[config.mk]
export PLATFORM = sky130hd
export DESIGN_NAME = trencadis_regfile_writeback
export DESIGN_NICKNAME = d
export VERILOG_FILES = /design/src/rtl/trencadis_regfile_pkg.sv /design/src/rtl/trencadis_wb_fifo.sv /design/src/rtl/trencadis_regfile_writeback.sv
export SDC_FILE = /design/constraint.sdc
export NUM_CORES = 1
export LEC_CHECK = 0
export CORE_MARGIN = 4
export CORE_UTILIZATION = 38
export CTS_BUF_LIST = sky130_fd_sc_hd__clkbuf_16
export DETAILED_ROUTE_END_ITERATION = 8
export HOLD_SLACK_MARGIN = 0.15
export SLEW_MARGIN = 5
export SYNTH_ARGS = -nofsm -noshare
export SYNTH_HDL_FRONTEND = slang
export SYNTH_SLANG_ARGS = --single-unit
[constraint.sdc]
create_clock -name clk_i -period 5.9 [get_ports clk_i]
set_clock_uncertainty 0.2 [all_clocks]
set_input_delay 1.18 -clock clk_i [delete_from_list [all_inputs] [get_ports clk_i]]
set_output_delay 1.18 -clock clk_i [all_outputs]
set_load 0.02 [all_outputs]
[src/rtl/trencadis_regfile_pkg.sv]
// Shared constants, types and the round-robin pick function for the
// Trencadis register-file writeback arbiter.
package trencadis_regfile_pkg;

  // Default register-file geometry.
  localparam int DEF_REG_COUNT = 32;
  localparam int DEF_DEPTH     = 32;

  // Widest source count the round-robin helper can search.
  localparam int MAX_SRC   = 32;
  localparam int SRC_IDX_W = $clog2(MAX_SRC);

  // Result of a round-robin search: whether any requester was found and
  // which one.
  typedef struct packed {
    logic                 found;
    logic [SRC_IDX_W-1:0] idx;
  } rr_pick_t;

  // Returns the first set bit of req[n-1:0], searching ptr, ptr+1, ...
  // modulo n. ptr must be below n. The wrap is a single conditional
  // subtract, which avoids a general modulo operator.
  function automatic rr_pick_t rr_pick(input logic [MAX_SRC-1:0]   req,
                                       input logic [SRC_IDX_W-1:0] ptr,
                                       input logic [SRC_IDX_W:0]   n);
    rr_pick_t               res;
    logic [SRC_IDX_W:0]     cand;
    res = '0;
    for (int i = 0; i < MAX_SRC; i++) begin
      cand = {1'b0, ptr} + (SRC_IDX_W + 1)'(i);
      if (cand >= n) cand = cand - n;
      if (!res.found && (i < int'(n)) && req[cand[SRC_IDX_W-1:0]]) begin
        res.found = 1'b1;
        res.idx   = cand[SRC_IDX_W-1:0];
      end
    end
    return res;
  endfunction

endpackage

[src/rtl/trencadis_wb_fifo.sv]
// Small synchronous FIFO holding queued register writes for one producer.
// Exposes every slot (valid + data) so the parent can build a pending mask.
module trencadis_wb_fifo #(
  parameter int WIDTH     = 37,
  parameter int BUF_DEPTH = 2
) (
  input  logic                            clk_i,
  input  logic                            rst_i,
  input  logic                            push_i,
  input  logic                            pop_i,
  input  logic [WIDTH-1:0]                din_i,
  output logic                            full_o,
  output logic                            empty_o,
  output logic [WIDTH-1:0]                head_o,
  output logic [BUF_DEPTH-1:0]            entry_valid_o,
  output logic [BUF_DEPTH-1:0][WIDTH-1:0] entry_data_o
);

  localparam int PTR_W = (BUF_DEPTH > 1) ? $clog2(BUF_DEPTH) : 1;
  localparam int CNT_W = $clog2(BUF_DEPTH + 1);

  logic [PTR_W-1:0]               r_wr_ptr;
  logic [PTR_W-1:0]               r_rd_ptr;
  logic [CNT_W-1:0]               r_count;
  logic [BUF_DEPTH-1:0]           r_valid;
  logic [BUF_DEPTH-1:0][WIDTH-1:0] r_mem;

  logic w_push;
  logic w_pop;

  // Pointer increment that wraps at BUF_DEPTH, which need not be a power of 2.
  function automatic logic [PTR_W-1:0] next_ptr(input logic [PTR_W-1:0] p);
    return (p == PTR_W'(BUF_DEPTH - 1)) ? '0 : p + PTR_W'(1);
  endfunction

  assign full_o        = (r_count == CNT_W'(BUF_DEPTH));
  assign empty_o       = (r_count == '0);
  assign w_push        = push_i && !full_o;
  assign w_pop         = pop_i && !empty_o;
  assign head_o        = r_mem[r_rd_ptr];
  assign entry_valid_o = r_valid;
  assign entry_data_o  = r_mem;

  // Pointer, occupancy and per-slot valid bookkeeping.
  always_ff @(posedge clk_i) begin
    // NOTE: sequential state uses non-blocking assignments so every flop
    // samples the pre-edge values regardless of statement order.
    if (rst_i) begin
      r_wr_ptr <= '0;
      r_rd_ptr <= '0;
      r_count  <= '0;
      r_valid  <= '0;
    end else begin
      if (w_push) r_wr_ptr <= next_ptr(r_wr_ptr);
      if (w_pop)  r_rd_ptr <= next_ptr(r_rd_ptr);
      case ({w_push, w_pop})
        2'b10:   r_count <= r_count + CNT_W'(1);
        2'b01:   r_count <= r_count - CNT_W'(1);
        default: r_count <= r_count;
      endcase
      // A push and a pop never target the same slot: that would need the
      // FIFO to be both empty (no pop) and full (no push).
      if (w_pop)  r_valid[r_rd_ptr] <= 1'b0;
      if (w_push) r_valid[r_wr_ptr] <= 1'b1;
    end
  end

  // Entry storage.
  always_ff @(posedge clk_i) begin
    // NOTE: the data array is deliberately left unreset; r_valid and r_count
    // decide which slots mean anything, so stale contents are harmless.
    if (w_push) r_mem[r_wr_ptr] <= din_i;
  end

endmodule

[src/rtl/trencadis_regfile_writeback.sv]
// Writeback arbiter for the Trencadis register file: per-producer FIFOs,
// round-robin drain onto one registered write port, and a pending mask of
// registers with writes still in flight.
module trencadis_regfile_writeback
  import trencadis_regfile_pkg::*;
#(
  parameter int NUM_SRC          = 2,
  parameter int REG_COUNT        = DEF_REG_COUNT,
  parameter int DEPTH            = DEF_DEPTH,
  parameter int BUF_DEPTH        = 2,
  parameter int ZERO_REG_IS_ZERO = 1,
  localparam int ADDR_WIDTH      = $clog2(REG_COUNT)
) (
  input  logic                                clk_i,
  input  logic                                rst_i,
  input  logic [NUM_SRC-1:0]                  src_valid_i,
  output logic [NUM_SRC-1:0]                  src_ready_o,
  input  logic [NUM_SRC-1:0][ADDR_WIDTH-1:0]  src_waddr_i,
  input  logic [NUM_SRC-1:0][DEPTH-1:0]       src_wdata_i,
  output logic [ADDR_WIDTH-1:0]               waddr_o,
  output logic [DEPTH-1:0]                    wdata_o,
  output logic                                wen_o,
  output logic [REG_COUNT-1:0]                pending_o,
  output logic                                idle_o
);

  // Each queued entry is {addr, data}.
  localparam int ENTRY_W = ADDR_WIDTH + DEPTH;

  logic [NUM_SRC-1:0]                  w_full;
  logic [NUM_SRC-1:0]                  w_empty;
  logic [NUM_SRC-1:0]                  w_push;
  logic [NUM_SRC-1:0]                  w_grant;
  logic [ENTRY_W-1:0]                  w_head      [NUM_SRC];
  logic [BUF_DEPTH-1:0]                w_ent_valid [NUM_SRC];
  logic [BUF_DEPTH-1:0][ENTRY_W-1:0]   w_ent_data  [NUM_SRC];
  logic [ENTRY_W-1:0]                  w_grant_entry;
  logic [REG_COUNT-1:0]                w_pending;
  rr_pick_t                            w_pick;

  logic                   r_wen;
  logic [ADDR_WIDTH-1:0]  r_waddr;
  logic [DEPTH-1:0]       r_wdata;
  logic [SRC_IDX_W-1:0]   r_rr;

  // One FIFO per producer. A write to r0 with ZERO_REG_IS_ZERO set still
  // completes its handshake but is dropped instead of being queued.
  for (genvar s = 0; s < NUM_SRC; s++) begin : g_src
    logic w_drop;
    assign w_drop         = (ZERO_REG_IS_ZERO != 0) && (src_waddr_i[s] == '0);
    assign src_ready_o[s] = !w_full[s] && !rst_i;
    assign w_push[s]      = src_valid_i[s] && src_ready_o[s] && !w_drop;
    assign w_grant[s]     = w_pick.found && (w_pick.idx == SRC_IDX_W'(s));

    trencadis_wb_fifo #(
      .WIDTH     (ENTRY_W),
      .BUF_DEPTH (BUF_DEPTH)
    ) u_fifo (
      .clk_i         (clk_i),
      .rst_i         (rst_i),
      .push_i        (w_push[s]),
      .pop_i         (w_grant[s]),
      .din_i         ({src_waddr_i[s], src_wdata_i[s]}),
      .full_o        (w_full[s]),
      .empty_o       (w_empty[s]),
      .head_o        (w_head[s]),
      .entry_valid_o (w_ent_valid[s]),
      .entry_data_o  (w_ent_data[s])
    );
  end

  assign w_pick = rr_pick(MAX_SRC'(~w_empty), r_rr, (SRC_IDX_W + 1)'(NUM_SRC));

  // Select the head entry of the granted FIFO.
  always_comb begin
    // NOTE: every always_comb output gets a default first so no path can
    // leave it unassigned and infer a latch.
    w_grant_entry = '0;
    for (int s = 0; s < NUM_SRC; s++) begin
      if (w_grant[s]) w_grant_entry = w_head[s];
    end
  end

  // Registered write port and round-robin pointer.
  always_ff @(posedge clk_i) begin
    if (rst_i) begin
      r_wen   <= 1'b0;
      r_waddr <= '0;
      r_wdata <= '0;
      r_rr    <= '0;
    end else if (w_pick.found) begin
      r_wen   <= 1'b1;
      r_waddr <= w_grant_entry[ENTRY_W-1 -: ADDR_WIDTH];
      r_wdata <= w_grant_entry[DEPTH-1:0];
      r_rr    <= (w_pick.idx == SRC_IDX_W'(NUM_SRC - 1)) ? '0
                                                         : w_pick.idx + SRC_IDX_W'(1);
    end else begin
      r_wen   <= 1'b0;
    end
  end

  // Pending mask: any queued entry or the write currently on the port.
  always_comb begin
    w_pending = '0;
    for (int s = 0; s < NUM_SRC; s++) begin
      for (int e = 0; e < BUF_DEPTH; e++) begin
        if (w_ent_valid[s][e]) w_pending[w_ent_data[s][e][ENTRY_W-1 -: ADDR_WIDTH]] = 1'b1;
      end
    end
    if (r_wen) w_pending[r_waddr] = 1'b1;
    if (ZERO_REG_IS_ZERO != 0) w_pending[0] = 1'b0;
  end

  assign waddr_o   = r_waddr;
  assign wdata_o   = r_wdata;
  assign wen_o     = r_wen;
  assign pending_o = w_pending;
  assign idle_o    = (&w_empty) && !r_wen;

endmodule

Word-level counts from Yosys, hierarchy flattened
Index checks and enable logic that the tools add are counted.

storage, ports and cells
  bits in registers = 203
  input bits = 78
  output and inout bits = 73
  word-level logic and storage cells = 165

cells by class
  $add $sub $neg = 12
  $lt $le $gt $ge = 22
  eq/ne operators = 7
  multiplexer cells = 57
  bitwise gates (word level) = 11
  reduce and logical (&&, ||, !) cells = 40

operator list
  operator             number
  $mux 37              8
  $mux 32              5
  $bwmux 74            2
  $or 32x32->32        4
  $demux 37 s1         2
  $lt 5x6->1 const B   7
  $not 2->32           1
  $demux 1 s5          5
  $ge 5x1->1 const B   5
  $logic_and 1x1->1    23
  $mux 1               16
  $logic_not 5->1      3
  $mux 5               3
  $mux 2               6
  $mux 6               2
  $bmux 1 s5           2
  $sub 5x2->5 const B  2
  $logic_not 1->1      9
  $eq 2x2->1 const B   4
  $lt 1x2->1 const B   4
  $pmux 2 s2           2
  $add 5x1->6 const B  1
  $ge 6x2->1 const B   1
  $add 5x1->5 const B  1
  14 further kinds     31

Logic depth before layout (Yosys ltp)
Gate-level depths: netlist (run 1).

  word-level depth = 15
  depth in mapped cells = 17
  gate-level depth less buffers = 17

Modules after synthesis
From an unflattened synthesis (run 1), not the netlist that was laid out.

unflattened totals
  cell total of the unflattened synthesis = 762
  area, all modules = 9634.2 µm²

by module, submodules not included
  module                       instances  cells an instance  area each (µm²)  sequential area each (µm²)
  trencadis_wb_fifo            2          147                2941.6           2342.2
  trencadis_regfile_writeback  1          468                3751.1           860.8

Least setup slack after synthesis (run 1)
No wires, ideal clock.

  kind = input to register
  start point = input port rst_i
  end point = register g_src[1].u_fifo.r_mem (netlist bit g_src[1].u_fifo.entry_data_o[0]), enable pin
  setup time = 434 ps
  data arrival time = 3697 ps
  required time = 5266 ps
  path slack = 1569 ps
  stages = 4
  buffers on the path = 1
  cells stage by stage = clkbuf_1 a21oi_1 o211ai_1 nor2_1

between the ends
  longest elaborated chain between the ends = 5

RTL lines
  element                          RTL line                           source
  from (decl)                      trencadis_regfile_writeback.sv:15  input logic rst_i,
  $logic_not 1->1                  trencadis_regfile_writeback.sv:51  assign src_ready_o[s] = !w_full[s] && !rst_i;
  $logic_and 1x1->1                trencadis_regfile_writeback.sv:51
  via src_ready_o[1]               trencadis_regfile_writeback.sv:17  output logic [NUM_SRC-1:0] src_ready_o,
  $logic_and 1x1->1 (2 in a row)   trencadis_regfile_writeback.sv:52  assign w_push[s] = src_valid_i[s] && src_ready_o[s] && !w_drop;
  $logic_and 1x1->1                trencadis_wb_fifo.sv:38            assign w_push = push_i && !full_o;
  to (signal, indexed assignment)  trencadis_wb_fifo.sv:72            if (w_push) r_mem[r_wr_ptr] <= din_i;
  to (decl)                        trencadis_wb_fifo.sv:26            logic [BUF_DEPTH-1:0][WIDTH-1:0] r_mem;

The timed path passes the listed nets, and every way through them passes these cells.
A chain may end at the register's enable or synchronous reset.

Worst setup path in the final report (run 1)
  start point = register r_rr[0]
  end point = register r_wdata[1] (netlist: wdata_o[1])

between the ends
  longest elaborated chain between the ends = 12
  elaborated cells on any way between the ends = 21
  those cells by class = add/sub: 3; order compare: 2; eq/ne: 1; mux: 10; reduce/logical: 5

RTL lines
  element                                              RTL line                           source
  from (decl)                                          trencadis_regfile_writeback.sv:44  logic [SRC_IDX_W-1:0] r_rr;
  from (signal assigned)                               trencadis_regfile_writeback.sv:95  r_rr <= (w_pick.idx == SRC_IDX_W'(NUM_SRC - 1)) ? '0
  branches (longest 7 deep; another with $add 5x1->6)  --
  $mux 6 (*)                                           trencadis_regfile_pkg.sv:32        if (!res.found && (i < int'(n)) && req[cand[SRC_IDX_W-1:0]]) begin
  $logic_not 5->1                                      trencadis_regfile_writeback.sv:53  assign w_grant[s] = w_pick.found && (w_pick.idx == SRC_IDX_W'(s));
  $logic_and 1x1->1                                    trencadis_regfile_writeback.sv:53
  $mux 37 (2 in a row)                                 trencadis_regfile_writeback.sv:80  if (w_grant[s]) w_grant_entry = w_head[s];
  to (signal assigned)                                 trencadis_regfile_writeback.sv:94  r_wdata <= w_grant_entry[DEPTH-1:0];
  to (decl)                                            trencadis_regfile_writeback.sv:43  logic [DEPTH-1:0] r_wdata;

Mark *: on every way between the ends. The select of a mux whose other input is x is not followed.

==> results of run 1 <==
-- cells by family after synthesis --
group | after synthesis | synth area share [%]
AND/OR/NAND/NOR | 260 | 15.0
flip-flops | 203 | 57.3
AO/OA/AOI/OAI | 153 | 12.6
multiplexers | 75 | 8.23
buffers and inverters | 57 | 4.11
XOR/XNOR | 13 | 1.33
adder cells (fa/ha/maj) | 11 | 1.42
other | 1 | 0.0387
-- per-layer routing --
layer,track usage (%),routed length (µm),vias up,part of all wire [%]
li1,-,-,3264,-
met3,2.95,1430,51,5.5
met4,5.68,812,2,3.1
met5,0,11,-,0.042
met2,31.5,12900,229,50
met1,22.2,10900,3361,42
-- through the flow --
| stage | area [µm²] | hold slack (ns) | cells | utilization [%] | worst slack, ns |
|---|---|---|---|---|---|
| 2_1_floorplan | 9690 | 0.282 | 773 | - | 1.57 |
| 3_5_place_dp | 11400 | 0.274 | 1218 | 45.2 | 1.36 |
| 4_1_cts | 12100 | 0.287 | 1256 | 48.2 | 1.32 |
| 3_3_place_gp | 11400 | 0.271 | 1218 | 45.2 | 1.52 |
| 5_1_grt | 12100 | 0.317 | 1257 | 48.2 | 0.895 |
| 6_report | 12100 | 0.285 | 1257 | 48.2 | 1.30 |
-- area by class of cell --
class,instances,share of cell area (%)
inverters,14,0.434
clock buffers,23,4.76
clock inverters,15,1.39
multi-input cells,513,31.2
flip-flops and latches,203,45.9
repair buffers,158,12.9
well taps,330,3.41
diodes,1,0.0207
-- synthesized netlist by cell type, types with 11 or more instances --
| library cell | count | area share, % |
|---|---|---|
| edfxtp_1 | 148 | 46 |
| nor2_2 | 28 | 1.8 |
| o221ai_1 | 16 | 1.4 |
| mux2_2 | 37 | 4.3 |
| o22ai_1 | 16 | 1.0 |
| a21oi_1 | 16 | 0.83 |
| a22oi_1 | 34 | 2.6 |
| ha_1 | 11 | 1.4 |
| nor2_1 | 67 | 2.6 |
| nand3_1 | 29 | 1.5 |
| inv_1 | 13 | 0.50 |
| clkbuf_1 | 22 | 0.85 |
| nor3b_1 | 22 | 1.7 |
| nand2_1 | 32 | 1.2 |
| nor3_1 | 14 | 0.72 |
| a221o_1 | 35 | 3.6 |
| dfxtp_1 | 55 | 11 |
| mux2i_1 | 38 | 3.9 |
| nand3b_1 | 21 | 1.6 |
-- critical path: stages, from the launching register on --
cell and delay [ns]:
dfxtp_1 0.59, inv_1 0.14, ha_1 0.43, ha_1 0.32, inv_1 0.10, nor3_1 0.20
a311oi_1 0.13, or3b_1 0.47, a32oi_1 0.37, inv_1 0.12, ha_1 0.24, or4_4 0.84
nor2_1 0.21, a221o_1 0.13
-- power by group through the flow --
stage          clock network [mW]  logic (mW)  registers, mW
3_3_place_gp                    0        1.34           1.84
2_1_floorplan                   0       0.938           1.84
3_5_place_dp                    0        1.35           1.84
4_1_cts                      1.43        1.35           1.81
5_1_grt                      1.48        1.47           1.83
6_report                     1.40        1.34           1.81
-- worst max-delay path by stage --
stage,cells after the start,to,from,slack (ns)
floorplan,4,g_src[1].u_fifo.entry_data_o[0],rst_i,1.57
global placement,15,g_src[0].u_fifo.r_count[1],r_rr[0],1.52
detailed placement,16,g_src[1].u_fifo.r_count[1],r_rr[0],1.36
CTS,16,g_src[1].u_fifo.r_count[1],r_rr[0],1.32
global route,13,wdata_o[1],r_rr[0],0.90
finish,13,wdata_o[1],r_rr[0],1.30
-- registers in the layout, summed over array words and instances (netlist names) --
name,cells
g_src.u_fifo.entry_data_o,148
wen_o,1
wdata_o,32
r_rr,5
g_src.u_fifo.r_count,4
g_src.u_fifo.r_rd_ptr,2
waddr_o,5
g_src.u_fifo.entry_valid_o,4
g_src.u_fifo.r_wr_ptr,2
==> results.py, run 1 <==
metrics = {
    "power_and_ir_drop": {
        "combPwrFrac_pct": 29.5,
        "clockPowerShare_pct": 30.7,
        "internal-power_mw": 3.12,
        "max-vdd-ir-drop_v": 0.000218,
        "sw_frac_of_total_pct": 31.5,
        "p_leak_nw": 3.91,
        "p_switching_mw": 1.44,
        "p_seq_share_pct": 39.8,
        "power.total_mw": 4.56,
        "power_density_nw_per_um2": 377,
    },
    "min_path": {
        "whs_path_depth": 1,
        "min_from": "wdata_o[16]",
        "worstHoldPathType": "reg2reg",
        "min_to": "wdata_o[16]",
    },
    "sta": {
        "grt_setup_unrepaired": "no",
        "setup_tns_ns": 0,
        "finalHoldViolations": 0,
        "drv_slew": 0,
        "max_freq_ghz": 0.217,
        "finalCritPeriodShare_pct": 78.0,
        "setup_viol_count_final": 0,
        "finalCriticalPeriod_ns": 4.60,
        "worstMarginPinSlew_ns": 1.02,
        "slew_headroom_pct": 31.5,
    },
    "floorplanning": {
        "start_util_pct": 38.6,
        "fp.dieW_um": 168,
        "rows": 58,
        "core-area_um2": 25100,
        "die_h_um": 168,
        "io_pins": 151,
        "dieArea_um2": 28100,
    },
    "status": {
        "status": "complete, no violations",
    },
    "critical_path": {
        "r2r-end": "wdata_o[1]",
        "ff2ff_setup_slack_ns": 1.30,
        "start_kind": "register",
        "path_max_fanout": 37,
        "rr_startpoint": "r_rr[0]",
        "critPathRequiredTime_ns": 6.12,
        "crit_path_end_kind": "register",
        "reg2regPathDepth": 13,
        "critical_path_class": "reg2reg",
        "arrival_ns": 4.82,
    },
    "layout": {
        "fillers": 2309,
        "layout-drive-gt1-share_pct": 15.6,
        "layout_common_cells": "clkdlybuf4s50_1 (149), edfxtp_1 (148), nor2_1 (63)",
        "final-seq-area_um2": 5550,
        "layout_commonest_cell": "clkdlybuf4s50_1",
        "syn_to_final_growth_pct": 24.9,
        "finalNetCount": 1001,
        "multi_input_area_um2": 3780,
    },
    "cts": {
        "cts.sinks": 203,
        "clock_latency_ns": 0.50,
        "clk_pin_slew_ns": 0.06,
        "root_buffer": "clkbuf_16",
        "cts_resized": 0,
        "cts_hold_buf": 0,
        "post_cts_buffers": 0,
        "htreeDepth": 1,
        "cts_tree": "built",
        "cts_buffer_depth": 3,
        "cts_made_buffers": 22,
    },
    "yosys": {
        "synth-seq-area-share_pct": 57.3,
        "yosysWarnings": 0,
        "ys.flop_type": "edfxtp_1",
        "synthArstFlopShare_pct": 0,
        "netlist_instances": 773,
        "synth_cell_types": 71,
        "synth_enable_flop_cells": 148,
        "avgSynthCellArea_um2": 12.5,
        "synth.net_count": 862,
        "yosys_register_bits": 203,
        "synthesis.area_um2": 9690,
    },
    "drt": {
        "routed_wirelength_mm": 26.0,
        "viasPerCell": 5.49,
        "route.detailed.drc": 0,
        "wl_per_cell_um": 20.7,
        "num_vias": 6907,
        "drt_iter0_drc": 330,
        "ant_nets": 0,
        "dr.pass1.iters": 5,
    },
    "global_route": {
        "gr-usage-all-layers_pct": 17.8,
        "antenna_found_initial": 2,
        "grt_pass1_wl_mm": 39.8,
        "grt.overflow.total": 0,
        "grt_pass1_vias": 6990,
        "grt_start_max_net_pins": 41,
    },
    "flow_run": {
        "maxCapViolations": 0,
    },
    "placement": {
        "detailed_place_hpwl_mm": 18.0,
        "portBuffers": 149,
        "gp_congestion": 0.891,
    },
}
No activity file was read; power rests on OpenSTA's default activity.
==> run 2, diff against run 1 <==
==> constraint.sdc (replaced) <==
create_clock -name clk_i -period 4.1 [get_ports clk_i]
set_clock_uncertainty 0.2 [all_clocks]
set_input_delay 0.82 -clock clk_i [delete_from_list [all_inputs] [get_ports clk_i]]
set_output_delay 0.82 -clock clk_i [all_outputs]
set_load 0.02 [all_outputs]
==> run 2 against run 1 <==
Wire length fell by 1.4%. Final area up 1.8%. Global-route usage shrank 0.16 points. Maximum frequency increased by 17%. Cell count rose by 1.9%. Non-clock buffer count grew 24. First-iteration DRC count rose by 37%. Via count increased by 1.2%. Largest cell class unchanged.
==> results.py, run 2 (same netlist as run 1, synthesis figures left out) <==
metrics = {
    "global_route": {
        "antenna_found_initial": 1,
        "grt.overflow.total": 0,
        "grt_pass1_vias": 7120,
        "gr-usage-all-layers_pct": 17.6,
        "grt_pass1_wl_mm": 39.9,
        "grt_start_max_net_pins": 41,
    },
    "min_path": {
        "min_from": "wdata_o[16]",
        "min_to": "wdata_o[16]",
        "worstHoldPathType": "reg2reg",
        "whs_path_depth": 1,
    },
    "floorplanning": {
        "die_h_um": 168,
        "core-area_um2": 25100,
        "start_util_pct": 38.6,
        "dieArea_um2": 28100,
        "fp.dieW_um": 168,
        "io_pins": 151,
        "rows": 58,
    },
    "sta": {
        "holdWs_ns": 0.283,
        "setup_viol_count_final": 0,
        "finalCriticalPeriod_ns": 3.93,
        "drv_slew": 0,
        "grt_setup_unrepaired": "yes",
        "max_freq_ghz": 0.255,
        "slew_headroom_pct": 25.7,
        "finalHoldViolations": 0,
        "worstMarginPinSlew_ns": 1.11,
        "finalCritPeriodShare_pct": 95.8,
        "setup_tns_ns": 0,
    },
    "power_and_ir_drop": {
        "power.total_mw": 6.60,
        "sw_frac_of_total_pct": 32.4,
        "clockPowerShare_pct": 26.6,
        "power_density_nw_per_um2": 536,
        "max-vdd-ir-drop_v": 0.000277,
        "combPwrFrac_pct": 33.7,
        "p_switching_mw": 2.14,
        "p_leak_nw": 4.02,
        "p_seq_share_pct": 39.7,
        "internal-power_mw": 4.46,
    },
    "placement": {
        "portBuffers": 149,
        "gp_congestion": 0.911,
        "detailed_place_hpwl_mm": 18.0,
        "place_inst": 1236,
    },
    "cts": {
        "cts.sinks": 203,
        "clock_latency_ns": 0.49,
        "htreeDepth": 1,
        "cts_made_buffers": 22,
        "clk_pin_slew_ns": 0.06,
        "cts_tree": "built",
        "root_buffer": "clkbuf_16",
        "cts_buffer_depth": 3,
        "cts_hold_buf": 0,
    },
    "layout": {
        "fillers": 2270,
        "fin_cells": 1281,
        "largest_register_ff_count": 148,
        "finalNetCount": 1025,
        "syn_to_final_growth_pct": 27.1,
        "diodes": 0,
        "layout-drive-gt1-share_pct": 18.6,
        "fin_util_pct": 49.0,
        "layout_commonest_cell": "clkdlybuf4s50_1",
        "layout_common_cells": "clkdlybuf4s50_1 (149), edfxtp_1 (148), nor2_1 (63)",
    },
    "critical_path": {
        "critical_path_class": "reg2reg",
        "crit_path_end_kind": "register",
        "r2r-end": "g_src[1].u_fifo.r_count[1]",
        "crit_path_top_delay_cell": "or3b_4",
        "reg2regPathDepth": 17,
        "crit_buf_inv": 4,
        "crit_path_max_incr_delay_ns": 0.45,
        "arrival_ns": 4.15,
        "path_delay_family": "simple AND/OR/NAND/NOR gates",
        "ff2ff_setup_slack_ns": 0.17,
        "rr_startpoint": "r_rr[1]",
        "start_kind": "register",
        "cp_cell_sequence": "ha_2 -> xor2_2 -> inv_2 -> ha_2 -> nor3_1 -> a311oi_2 -> or3b_4 -> a32oi_4 -> buf_4 -> inv_1 -> ha_1 -> nand2_1 -> nor3_1 -> buf_4 -> ha_1 -> or3_1 -> a21oi_1",
        "path_max_fanout": 9,
        "critPathRequiredTime_ns": 4.32,
    },
    "drt": {
        "dr.pass1.iters": 5,
        "wl_per_cell_um": 20.0,
        "num_vias": 6988,
        "routed_wirelength_mm": 25.6,
        "ant_nets": 0,
        "viasPerCell": 5.46,
        "route.detailed.drc": 0,
        "drt_iter0_drc": 452,
    },
    "flow_run": {
        "maxCapViolations": 0,
    },
    "status": {
        "status": "complete, no violations",
    },
}
[run 2: layout make-up]
cell class	count	area, µm²	area share [%]
Sequential cell	203	5550	45.1
Timing Repair Buffer	182	1800	14.6
Inverter	14	52.6	0.427
Clock inverter	16	67.6	0.549
Clock buffer	23	576	4.68
Multi-Input combinational cell	513	3850	31.3
Tap cell	330	413	3.35
[run 2: layer usage]
| layer | routed length, µm | share of wire, % | up-vias | track usage (%) |
|---|---|---|---|---|
| li1 | - | - | 3318 | - |
| met1 | 10800 | 42 | 3378 | 22.7 |
| met2 | 12600 | 49 | 238 | 30.6 |
| met3 | 1570 | 6.1 | 52 | 3.23 |
| met4 | 712 | 2.8 | 2 | 4.73 |
| met5 | 11 | 0.043 | - | 0 |
[run 2: worst max path at each step]
stage	cells past startpoint	slack (ns)	startpoint	to
floorplan	4	0.13	rst_i	g_src[1].u_fifo.entry_data_o[0]
global placement	15	0.15	r_rr[2]	g_src[1].u_fifo.r_count[1]
detailed placement	15	0.07	r_rr[2]	g_src[1].u_fifo.r_count[1]
CTS	15	0.04	r_rr[2]	g_src[1].u_fifo.r_count[1]
global route	15	-0.13	r_rr[1]	g_src[0].u_fifo.r_count[1]
finish	17	0.17	r_rr[1]	g_src[1].u_fifo.r_count[1]
[run 2: power by group through the flow]
stage	Combinational, mW	Clock [mW]	Sequential, mW
CTS	2.10	1.81	2.62
finish	2.22	1.75	2.62
floorplan	1.35	0	2.65
global placement	2.09	0	2.66
global route	2.40	1.89	2.65
detailed placement	2.09	0	2.65
[run 2: per-stage QoR]
step / setup slack, ns / area, µm²
floorplan: 0.129 / 9690
global placement: 0.151 / 11500
detailed placement: 0.0718 / 11500
CTS: 0.0445 / 12200
global route: -0.133 / 12300
finish: 0.171 / 12300
[run 2: timing repair]
action	in CTS	in global routing
endpoints found under the setup margin	0	43
setup buffers	0	6
gates resized for setup	0	15
==> run 3, diff against run 2 <==
--- a/config.mk
+++ b/config.mk
@@ -5,11 +5,12 @@
 export SDC_FILE = /design/constraint.sdc
 export NUM_CORES = 1
 export LEC_CHECK = 0
-export CORE_MARGIN = 4
+export CORE_MARGIN = 2
 export CORE_UTILIZATION = 38
 export CTS_BUF_LIST = sky130_fd_sc_hd__clkbuf_16
 export DETAILED_ROUTE_END_ITERATION = 8
 export HOLD_SLACK_MARGIN = 0.15
+export REMOVE_ABC_BUFFERS = 1
 export SLEW_MARGIN = 5
 export SYNTH_ARGS = -nofsm -noshare
 export SYNTH_HDL_FRONTEND = slang
==> run 3 against run 2 <==
Worst setup slack improved by 0.031 ns. Maximum frequency up 0.80%. Final area increased by 0.54%. Via count hardly changed. First-iteration DRC count rose by 44%. Wire length up 1.9%. Register-to-register slack better by 0.03 ns. Cell count grew 0.16%. Utilization increased by 0.26 points. Total power grew 1.9%. Sequential share of layout area decreased by 0.22 points. Worst hold slack gained 0.0022 ns.
==> results.py, run 3 (same netlist as run 1, synthesis figures left out) <==
metrics = {
    "global_route": {
        "grt_pass1_wl_mm": 39.3,
        "antenna_found_initial": 1,
        "gr-usage-all-layers_pct": 19.1,
        "grt.overflow.total": 0,
        "grt_pass1_vias": 6826,
        "grt_start_max_net_pins": 41,
    },
    "drt": {
        "wl_per_cell_um": 20.4,
        "viasPerCell": 5.45,
        "routed.top_layer": "met5",
        "ant_nets": 0,
        "met2_length_mm": 12.5,
        "route.met3.wl_mm": 1.96,
        "routed_wirelength_mm": 26.1,
        "num_vias": 6994,
        "dr.pass1.iters": 6,
        "wirelength_met1_mm": 11.3,
        "route.detailed.drc": 0,
        "drt_iter0_drc": 650,
    },
    "cts": {
        "cts_hold_buf": 0,
        "cts.sinks": 203,
        "cts_buffer_depth": 3,
        "root_buffer": "clkbuf_16",
        "clk_pin_slew_ns": 0.06,
        "clock_latency_ns": 0.49,
        "cts_tree": "built",
        "htreeDepth": 1,
        "cts_made_buffers": 22,
    },
    "sta": {
        "finalCritPeriodShare_pct": 95.1,
        "slew_headroom_pct": 23.6,
        "worstMarginPinSlew_ns": 1.15,
        "setup_viol_count_final": 0,
        "finalCriticalPeriod_ns": 3.90,
        "drv_slew": 0,
        "max_freq_ghz": 0.257,
        "holdWs_ns": 0.285,
        "finalHoldViolations": 0,
        "layout_setup_ws_ns": 0.202,
    },
    "critical_path": {
        "path_max_fanout": 7,
        "critPathRequiredTime_ns": 4.32,
        "critical_path_class": "reg2reg",
        "crit_path_end_kind": "register",
        "crit_buf_inv": 1,
        "cp_cell_sequence": "inv_1 -> ha_4 -> or3b_4 -> nor2_2 -> o22ai_2 -> or4_4 -> a32oi_2 -> ha_2 -> o21ai_0 -> nor4_1 -> o21a_1 -> ha_4 -> or3_1 -> a21oi_1",
        "reg2regPathDepth": 14,
        "rr_startpoint": "r_rr[1]",
        "r2r-end": "g_src[0].u_fifo.r_count[1]",
        "start_kind": "register",
        "crit_path_max_incr_delay_ns": 0.56,
        "crit_path_top_delay_cell": "or4_4",
        "path_delay_family": "simple AND/OR/NAND/NOR gates",
        "ff2ff_setup_slack_ns": 0.20,
        "path_common_cell": "ha_4",
        "arrival_ns": 4.12,
    },
    "floorplanning": {
        "dieArea_um2": 26800,
        "die_h_um": 164,
        "io_pins": 151,
        "rows": 58,
        "start_util_pct": 38.6,
        "core-area_um2": 25100,
        "fp.dieW_um": 164,
    },
    "power_and_ir_drop": {
        "combPwrFrac_pct": 33.1,
        "p_leak_nw": 4.04,
        "clockPowerShare_pct": 27.8,
        "internal-power_mw": 4.60,
        "max-vdd-ir-drop_v": 0.000353,
        "sw_frac_of_total_pct": 31.7,
        "p_seq_share_pct": 39.1,
        "power.total_mw": 6.73,
        "p_switching_mw": 2.13,
        "power_density_nw_per_um2": 544,
    },
    "min_path": {
        "min_to": "wdata_o[25]",
        "worstHoldPathType": "reg2reg",
        "min_from": "wdata_o[25]",
        "whs_path_depth": 1,
    },
    "layout": {
        "diodes": 0,
        "layout_commonest_cell": "clkdlybuf4s50_1",
        "largest_register_ff_count": 148,
        "fin_util_pct": 49.3,
        "layout_common_cells": "clkdlybuf4s50_1 (149), edfxtp_1 (148), nor2_1 (63)",
        "layout-drive-gt1-share_pct": 19.1,
        "fin_area_um2": 12400,
        "syn_to_final_growth_pct": 27.8,
        "finalNetCount": 1026,
        "fillers": 2244,
    },
    "placement": {
        "place_ws_ns": -0.00766,
        "gp_congestion": 0.876,
        "portBuffers": 149,
        "detailed_place_hpwl_mm": 17.8,
        "place_area_um2": 11500,
    },
    "flow_run": {
        "maxCapViolations": 0,
    },
    "status": {
        "status": "complete, no violations",
    },
}
run 3: cell types whose count changed in the layout (fill, tap and decap cells not counted), sizes merged:
cell    change
buf         +1
bufinv      +2
clkinv      +1
inv         -2
run 3: repair_timing:
action,in CTS,in global routing
gates resized for setup,1,19
pin swaps,0,7
buffers inserted,0,4
setup endpoints to repair,1,39
run 3: through the flow:
stage | TNS (ns) | instances
global route | -0.0351 | 1283
finish | 0 | 1283
detailed placement | -0.00766 | 1239
global placement | 0 | 1239
floorplan | -2.19 | 730
CTS | 0 | 1279
run 3: layer usage:
layer / track usage [%] / up-vias
li1: - / 3327
met1: 25.3 / 3352
met2: 32.2 / 278
met3: 3.81 / 35
met4: 4.59 / 2
met5: 0 / -
run 3: final cells by class:
cell class / instances / area [µm²] / area share (%)
well taps: 330 / 413 / 3.34
multi-input cells: 513 / 3870 / 31.3
repair buffers: 183 / 1800 / 14.5
inverters: 14 / 52.6 / 0.425
clock inverters: 17 / 116 / 0.940
clock buffers: 23 / 576 / 4.65
flip-flops and latches: 203 / 5550 / 44.9
run 3: power groups by stage:
stage	combinational (mW)	clock, mW	sequential (mW)
floorplan	1.18	0	2.71
global placement	2.09	0	2.66
detailed placement	2.09	0	2.66
CTS	2.10	1.90	2.62
global route	2.43	2.00	2.65
finish	2.23	1.87	2.63
run 3: how the worst max path moves through the flow:
stage	from	slack [ns]	cells past startpoint	to
2_1_floorplan	r_rr[0]	-0.06	14	waddr_o[0]
3_3_place_gp	r_rr[1]	0.10	15	waddr_o[4]
3_5_place_dp	r_rr[1]	-0.008	16	g_src[1].u_fifo.r_count[1]
4_1_cts	r_rr[1]	0.01	15	waddr_o[1]
5_1_grt	r_rr[1]	-0.04	14	g_src[0].u_fifo.r_count[1]
6_report	r_rr[1]	0.20	14	g_src[0].u_fifo.r_count[1]
==> RTL change: new RTL, flow settings as in run 2 <==
`BUF_DEPTH` is set to 2 in 2 places; all go to 1. Comments in the files are not updated.
--- a/src/rtl/trencadis_wb_fifo.sv
+++ b/src/rtl/trencadis_wb_fifo.sv
@@ -2,7 +2,7 @@
 // Exposes every slot (valid + data) so the parent can build a pending mask.
 module trencadis_wb_fifo #(
   parameter int WIDTH     = 37,
-  parameter int BUF_DEPTH = 2
+  parameter int BUF_DEPTH = 1
 ) (
   input  logic                            clk_i,
   input  logic                            rst_i,
--- a/src/rtl/trencadis_regfile_writeback.sv
+++ b/src/rtl/trencadis_regfile_writeback.sv
@@ -7,7 +7,7 @@
   parameter int NUM_SRC          = 2,
   parameter int REG_COUNT        = DEF_REG_COUNT,
   parameter int DEPTH            = DEF_DEPTH,
-  parameter int BUF_DEPTH        = 2,
+  parameter int BUF_DEPTH        = 1,
   parameter int ZERO_REG_IS_ZERO = 1,
   localparam int ADDR_WIDTH      = $clog2(REG_COUNT)
 ) (
Function: changed (Yosys sat finds a counterexample within 4 cycles, from zero or initial values and one cycle with rst_i high).
==> RTL change against run 2 <==
- final area shrank 32%
- wire length shrank 36%
- total power is 13% lower
- clock power fell by 15%
- via count down 27%
- non-clock buffer count fell by 19
- sequential cell count fell by 82
- first-iteration DRC count is 14% lower
- synthesized area fell by 37%
- setup slack gained 0.19 ns
- critical endpoint is now wdata_o[30]
- largest power group is now combinational cells
==> RTL change: results (changes against run 2) <==
number of synthesized flops with an enable pin=74 (-50%); Place WS=0.204 ns (+0.133 ns); gr usage total=18.0% (+0.37 points); DPL Wire Length=11600 um (-36%); status=completed; max reg flops=74 (-50%); relative slew slack=53.6% (+28 points); Static Leak=3.15 nW (-22%); crit-path max FO=19 (+10); vias in the first global route=4952 (-30%); synthesized net count=701 (-19%); largest net degree at the start of global routing=41 (unchanged); Adder-Cell Fraction of Synth Area=2.05% (+0.63 points); First-pass DRT Iterations=6 (+1); register area share after synthesis=51.8% (-5.5 points); initial antenna violation count=0 (-1); number of distinct library cells after synthesis=66 (-7.0%); first-pass GRT wire length=25900 um (-35%); Net Sw Power=0.00225 W (+5.1%); Slowest cell on crit path=dfxtp_1; WP data arrival=3.83 ns (-0.32 ns); Placer Congestion=0.854 (-6.3%); nets@finish=838 (-18%); drt first-iter violations=389 (-14%); Total Wirelength=16400 um (-36%); mux contribution to synthesized area=0.738% (-7.5 points); Synth area leaders=edfxtp_1 (36%), dfxtp_1 (15%), nand2_1 (6.8%); Vias/cell=5.20 (-4.6%); clk_lat worst skew=0.40 ns (-0.09 ns); DP Cell Count=947 (-23%); Max stage delay on crit path=0.60 ns (+0.15 ns); R2R depth=14 (-3); cell family with most CP delay=adder cells; share of cells above drive strength 1=15.1% (-3.5 points); CTS Buf Count=17 (-23%); Mean Syn Cell Area=9.96 um2 (-20%); Compound-Gate Fraction of Synth Area=17.0% (+4.4 points); top post-synthesis cells by count=nand2_1 (110), edfxtp_1 (74), nor2_1 (53); routed len/inst=16.8 um (-16%); CTS max path bufs=2 (-1); Post-Synth XOR/XNOR Area=1.50% (+0.17 points); htree depth=4 (+3)
## RTL change: cell count changes in the layout (fill, tap and decap cells not counted), sizes merged, moves of 9 or more
cell	delta
nand3b	-18
edfxtp	-74
mux2	-36
a21oi	+24
nand3	-21
o22ai	-15
nand2	+108
buf	-19
a221o	-35
o221ai	-16
mux2i	-35
nor2	-41
o21ai	+31
nor3	-9
## RTL change: layout make-up
cell class,instances,area (um2)
fill,1433,7480
tap,216,270
inverter,13,48.8
sequential,121,3160
timing repair buffer,163,1630
clock inverter,13,141
clock buffer,18,450
multi-input combinational,434,2640
## RTL change: what timing repair did
item / 4_1_cts / 5_1_grt
hold buffers: 0 / 0
resized for setup: 0 / 1
endpoints found under the setup margin: 0 / 6
hold endpoints to repair: 0 / 0
## RTL change: worst reg2reg max path: stages, from the launching register on
cell and delay, ns:
dfxtp_1 0.60, inv_1 0.12, ha_1 0.39, ha_1 0.32, o2bb2ai_1 0.17, a21oi_1 0.08
o221ai_1 0.28, nor2_1 0.14, o21a_1 0.23, inv_1 0.11, ha_2 0.38, buf_4 0.30
nor2_1 0.08, a21oi_1 0.16, o21ai_2 0.06
## RTL change: worst paths after layout
path	startpoint	end	slack (ns)
max	r_rr[0]	wdata_o[30]	0.36
min	wdata_o[18]	wdata_o[18]	0.25
max reg2reg	r_rr[0]	wdata_o[30]	0.36
min reg2reg	wdata_o[18]	wdata_o[18]	0.25
## RTL change: logic make-up after synthesis
group           Yosys count
simple gates            264
compound gates          147
flops                   121
buf+inv                  58
fa+ha+maj                10
xor+xnor                  8
mux                       4
other cells               1
## RTL change: metrics by stage
| step | area, um2 | hold slack, ns |
|---|---|---|
| finish | 8350 | 0.250 |
| global route | 8350 | 0.268 |
| global placement | 7750 | 0.241 |
| detailed placement | 7750 | 0.246 |
| CTS | 8350 | 0.251 |
| floorplan | 6110 | 0.281 |
## RTL change: power groups by stage
stage	sequential (W)	clock [W]	combinational, W
floorplan	0.00169	0	0.00178
global placement	0.00167	0	0.00255
detailed placement	0.00167	0	0.00258
CTS	0.00165	0.00151	0.00261
global route	0.00167	0.00157	0.00286
finish	0.00165	0.00148	0.00259
## RTL change: layer usage
metal	vias to the layer above	track usage, %	share of wire, %
li1	2465	-	-
met4	0	4.41	0.70
met2	249	28.8	47
met5	-	0	0
met1	2364	23.6	43
met3	12	6.18	9.6
